File: config.mk
export PLATFORM = sky130hd
export DESIGN_NAME = imem_arbiter
export DESIGN_NICKNAME = d
export VERILOG_FILES = /design/src/rtl/imem_arbiter.sv
export SDC_FILE = /design/constraint.sdc
export NUM_CORES = 1
export LEC_CHECK = 0
export CAP_MARGIN = 25
export CORE_UTILIZATION = 36
export CTS_BUF_LIST = sky130_fd_sc_hd__clkbuf_16
export CTS_CLUSTER_SIZE = 28
export DETAILED_ROUTE_END_ITERATION = 8
export GPL_ROUTABILITY_DRIVEN = 0
export PLACE_DENSITY_LB_ADDON = 0.1
export SLEW_MARGIN = 0
export SYNTH_ARGS = -nofsm -noshare
export SYNTH_HDL_FRONTEND = slang
export SYNTH_SLANG_ARGS = --single-unit
File: constraint.sdc
create_clock -name clk_i -period 2.2 [get_ports clk_i]
set_input_delay 0.22 -clock clk_i [delete_from_list [all_inputs] [get_ports clk_i]]
set_output_delay 0.22 -clock clk_i [all_outputs]
set_load 0.02 [all_outputs]
File: src/rtl/imem_arbiter.sv
`default_nettype none
// ============================================================================
// Module      : imem_arbiter
// Description : Arbitrates a fetch port and a loader write port onto one
//               synchronous instruction memory. The fetch response path has a
//               skid register so stalls do not lose read data.
//               Optional round-robin arbitration is enabled by IMEM_ARB_RR_EN.
// Revision    : 1.0 - initial release
// ============================================================================
module imem_arbiter #(
   parameter int DEPTH = 1024,
   parameter int AW    = 10
) (
   input  logic          clk_i,
   input  logic          rst_ni,
   input  logic          f_req_valid_i,
   output logic          f_req_ready_o,
   input  logic [31:0]   f_addr_i,
   output logic          f_rsp_valid_o,
   input  logic          f_rsp_ready_i,
   output logic [31:0]   f_rsp_data_o,
   output logic          f_rsp_err_o,
   input  logic          l_req_valid_i,
   output logic          l_req_ready_o,
   input  logic [31:0]   l_addr_i,
   input  logic [31:0]   l_wdata_i,
   output logic          l_ack_o,
   output logic          l_err_o,
   output logic          m_en_o,
   output logic          m_we_o,
   output logic [AW-1:0] m_addr_o,
   output logic [31:0]   m_wdata_o,
   input  logic [31:0]   m_rdata_i
);

   localparam logic [31:0] DEPTH_W = 32'(DEPTH);

   typedef enum logic [1:0] {
      S_IDLE = 2'd0,
      S_RSP  = 2'd1,
      S_HOLD = 2'd2
   } state_e;

   function automatic logic addr_legal(input logic [31:0] a);
      return (a[1:0] == 2'b00) && ({2'b00, a[31:2]} < DEPTH_W);
   endfunction

   state_e      state_q, state_d;
   logic        err_q, err_d;
   logic [31:0] skid_data_q, skid_data_d;
   logic        skid_err_q, skid_err_d;
   logic        l_ack_q, l_ack_d;
   logic        l_err_q, l_err_d;

   logic        f_legal, l_legal;
   logic        f_room, f_cand;
   logic        f_gnt, l_gnt;
   logic        f_fire, l_fire;
   logic        rsp_valid, rsp_err;
   logic [31:0] rsp_data;

   assign f_legal = addr_legal(f_addr_i);
   assign l_legal = addr_legal(l_addr_i);

   // A fetch only competes when the response path can take another beat, so a
   // stalled response never blocks the loader.
   assign f_room = (state_q == S_IDLE) || ((state_q == S_RSP) && f_rsp_ready_i);
   assign f_cand = f_req_valid_i && f_room;

`ifdef IMEM_ARB_RR_EN
   logic prio_l_q, prio_l_d;

   assign l_gnt = l_req_valid_i && (!f_cand || prio_l_q);

   always_comb begin
      prio_l_d = prio_l_q;
      if (l_fire) begin
         prio_l_d = 1'b0;
      end else if (f_fire) begin
         prio_l_d = 1'b1;
      end
   end

   always_ff @(posedge clk_i or negedge rst_ni) begin
      if (!rst_ni) begin
         prio_l_q <= 1'b1;
      end else begin
         prio_l_q <= prio_l_d;
      end
   end
`else
   assign l_gnt = l_req_valid_i;
`endif

   assign f_gnt = f_cand && !l_gnt;

   assign l_req_ready_o = rst_ni && l_gnt;
   assign f_req_ready_o = rst_ni && f_gnt;

   assign l_fire = l_req_valid_i && l_req_ready_o;
   assign f_fire = f_req_valid_i && f_req_ready_o;

   assign m_en_o    = (l_fire && l_legal) || (f_fire && f_legal);
   assign m_we_o    = l_fire && l_legal;
   assign m_addr_o  = l_gnt ? l_addr_i[AW+1:2] : f_addr_i[AW+1:2];
   assign m_wdata_o = l_wdata_i;

   always_comb begin
      state_d     = state_q;
      err_d       = err_q;
      skid_data_d = skid_data_q;
      skid_err_d  = skid_err_q;
      rsp_valid   = 1'b0;
      rsp_err     = 1'b0;
      rsp_data    = '0;
      case (state_q)
         S_IDLE: begin
            if (f_fire) begin
               state_d = S_RSP;
               err_d   = !f_legal;
            end
         end
         S_RSP: begin
            rsp_valid = 1'b1;
            rsp_err   = err_q;
            rsp_data  = err_q ? 32'h0 : m_rdata_i;
            if (f_rsp_ready_i) begin
               if (f_fire) begin
                  state_d = S_RSP;
                  err_d   = !f_legal;
               end else begin
                  state_d = S_IDLE;
               end
            end else begin
               // Memory output is only valid this cycle; park it.
               state_d     = S_HOLD;
               skid_data_d = rsp_data;
               skid_err_d  = err_q;
            end
         end
         S_HOLD: begin
            rsp_valid = 1'b1;
            rsp_err   = skid_err_q;
            rsp_data  = skid_data_q;
            if (f_rsp_ready_i) begin
               state_d = S_IDLE;
            end
         end
         default: begin
            state_d = S_IDLE;
         end
      endcase
   end

   assign l_ack_d = l_fire;
   assign l_err_d = l_fire && !l_legal;

   always_ff @(posedge clk_i or negedge rst_ni) begin
      if (!rst_ni) begin
         state_q     <= S_IDLE;
         err_q       <= 1'b0;
         skid_data_q <= '0;
         skid_err_q  <= 1'b0;
         l_ack_q     <= 1'b0;
         l_err_q     <= 1'b0;
      end else begin
         state_q     <= state_d;
         err_q       <= err_d;
         skid_data_q <= skid_data_d;
         skid_err_q  <= skid_err_d;
         l_ack_q     <= l_ack_d;
         l_err_q     <= l_err_d;
      end
   end

   assign f_rsp_valid_o = rsp_valid;
   assign f_rsp_data_o  = rsp_data;
   assign f_rsp_err_o   = rsp_err;
   assign l_ack_o       = l_ack_q;
   assign l_err_o       = l_err_q;

endmodule
`default_nettype wire

==> key figures <==
STA
  – RSZ-0062 raised after global routing: no
  – Fmax: 477 MHz
  – Max Clock Skew: 6.39 ps
  – Slew headroom: 69.9%
  – Setup tns final: 0 ps
  – Final Hold Viols: 0
  – Setup ws final: 104 ps
  – Final Cycle Share: 95.3%
  – Fin. max-slew vios: 0
  – Minimum clock period: 2100 ps
  – Final setup violation count: 0
  – Slew @ Worst Pin: 452 ps

Clock network
  – CTS Buf Count: 5
  – Clock root cell: clkbuf_16
  – Clk Latency, worst-skew pair: 280 ps
  – Clock Sinks: 38
  – Post-CTS setup buffer count: 0
  – CTS H-Tree Depth: 2
  – CTS tree: built
  – Clock Path Buffers: 2
  – Clock transition at path regs: 60 ps

Critical path
  – Critical Path RT: 1980 ps
  – Max Fanout on Critical Path: 7
  – Crit Path Category: flip-flop to output port
  – Worst EP arrival: 1880 ps
  – Critical Path Sink Type: output port
  – Critical path startpoint category: flip-flop

Drt
  – Post-route ant nets: 0
  – Routed vias: 2613
  – First drt pass iteration count: 4
  – Final wirelength: 7940 µm
  – DRC viols: 0
  – Vias per cell: 4.95
  – WL/cell: 15.0 µm
  – DRT iter0 DRCs: 174

Power
  – Pint: 0.00177 W
  – Power per cell area: 619 nW/µm²
  – Sw Ratio: 31.7%
  – Worst VDD drop: 0.347 mV
  – Comb pwr share: 38.8%
  – Power, Total: 0.00260 W
  – Flop pwr share: 36.0%
  – Pleak: 1.65 nW
  – Clock network power share: 25.2%
  – Sw Pwr: 0.000823 W

Place
  – Dpl hpwl: 6090 µm
  – PortBufs: 150
  – Placement Cell Area: 4090 µm²
  – Setup WS pre-CTS: -5.23 ps

Floorplanning
  – Die Wd: 88.6 µm
  – Rows: 31
  – Die area: 7840 µm²
  – Starting Density: 37.2%
  – Die Y: 88.6 µm
  – I/O pin count: 215
  – Core area: 7250 µm²

Global route
  – Largest net degree at the start of global routing: 40
  – Initial antenna violation count: 0
  – Vias in the first global route: 2591
  – First-pass GRT wire length: 12600 µm
  – GR Util All Layers: 20.9%
  – Grt ovf: 0

Cells and area
  – Antenna cell count: 0
  – Nets@finish: 566
  – Proportion of layout cells with a drive suffix above 1: 15.9%
  – Final Util: 57.8%
  – Final instance area: 4190 µm²
  – Area added between synthesis and finish: 55.5%
  – Filler cell count: 679

Run
  – Max Cap Violations: 0

Synth
  – Yosys cell types: 35
  – List of most frequent post-synthesis cells: nand2_1 (67), dfrtp_1 (38), buf_4 (36)
  – YS warnings: 0
  – Fraction of synthesized area in multiplexers: 4.17%
  – Combinational family with the most area after synthesis: simple AND/OR/NAND/NOR gates
  – Share of the synthesized area in the top cell type: 35.3%
  – Sequential share of the synthesized area: 35.3%
  – Async set-or-reset flop fraction in the synthesized netlist: 100%
  – Most common cell in the netlist: nand2_1
  – Number of synthesized flops with an enable pin: 0
  – Post-synthesis adder-cell area fraction: 1.39%
  – Prevailing post-synth register cell: dfrtp_1
  – Synth area leaders: dfrtp_1 (35%), buf_4 (10%), nand2_1 (9.3%)
  – Post-Synth XOR/XNOR Area: 0%
  – Avg Inst Size Synth: 8.70 µm²
  – Synth Area in Compound Gates: 19.7%
  – Simple-gate share of the synthesized area: 25.1%
  – Yosys top cell by area: dfrtp_1
  – Synthesized Nets: 446
  – Mapped Cells: 310
  – Seq cells post-synth: 38
  – Cell area after synthesis: 2700 µm²

Outcome
  – Status: finished, final reports clean

Worst hold path
  – Hold Crit Class: input pin to asynchronous set/reset pin
-- sequential cells by signal, indices dropped and copies added, names as in the netlist --
name and count:
err_q 1, l_ack_o 1, l_err_o 1, skid_data_q 32, skid_err_q 1, state_q 2
-- final timing paths --
path / startpoint / to / slack, ps / cells past startpoint
max in group asynchronous: rst_ni / skid_data_q[16] / 1150 / 3
min in group clk_i: l_wdata_i[10] / m_wdata_o[10] / 440 / 0
worst min register to register: skid_data_q[4] / skid_data_q[4] / 470 / 2
worst min-delay path: rst_ni / err_q / 360 / 2
worst max register to register: state_q[1] / skid_data_q[2] / 600 / 6
worst max-delay path: state_q[1] / f_rsp_data_o[2] / 100 / 7
-- metrics by stage --
stage,hold WS [ps],std cells
6_report,362,528
5_1_grt,368,528
2_1_floorplan,-75.6,310
3_5_place_dp,67.3,521
4_1_cts,367,528
3_3_place_gp,67.6,521
-- worst max-delay path, stage by stage (launching register included) --
cell           delay, ps
dfrtp_1              380
inv_1                 90
ha_2                 250
and2b_4              200
buf_4                170
a22oi_1               70
nor2b_1              110
dlygate4sd2_1        340
-- power groups by stage --
stage               clock (W)  combinational (W)  sequential (W)
floorplan                   0           0.000661        0.000927
global placement            0            0.00101        0.000940
detailed placement          0            0.00103        0.000943
CTS                  0.000668            0.00103        0.000933
global route         0.000707            0.00111        0.000954
finish               0.000654            0.00101        0.000934
-- cell type report --
cell class              count  area (µm²)  share of cell area (%)
flip-flops and latches     38         951                    22.7
repair buffers            167        1600                    38.2
clock buffers               5         125                    2.98
multi-input cells         214        1370                    32.8
well taps                  99         124                    2.95
inverters                   4        15.0                   0.358
clock inverters             1        3.75                  0.0895
-- timing repair --
action                                  4_1_cts  5_1_grt
hold buffers                                  1        0
hold endpoints to repair                      3        0
resized for setup                            35       20
endpoints found under the setup margin       34       13
-- cell usage in the layout, fill, tap and decap left out, types with 2 or more instances in the layout --
cell type	Yosys	final
a22oi_1	20	20
a22oi_2	10	10
a32oi_1	3	3
buf_12	0	2
buf_4	36	14
clkbuf_16	0	5
clkbuf_2	0	5
clkdlybuf4s15_1	0	7
clkdlybuf4s50_1	0	114
dfrtp_1	38	38
dlygate4sd2_1	0	22
ha_1	3	2
inv_1	3	3
mux2_2	10	10
nand2_1	67	67
nand4_1	3	3
nor2_1	4	4
nor2b_1	26	26
nor2b_2	10	10
nor4_1	6	4
nor4_2	4	6
o21ai_0	34	34
-- metal layers --
layer | GRT usage, % | routed length, µm | share of wire [%]
met2 | 35.9 | 3890 | 49
met3 | 6.34 | 574 | 7.2
met4 | 4.25 | 74 | 0.93
met5 | 0 | 0 | 0
met1 | 26.1 | 3400 | 43
-- kinds of logic after synthesis --
group | after synthesis
AO/OA/AOI/OAI | 75
adder cells (fa/ha/maj) | 3
buffers and inverters | 58
flip-flops | 38
multiplexers | 10
AND/OR/NAND/NOR | 126
No activity file was read; power rests on OpenSTA's default activity.
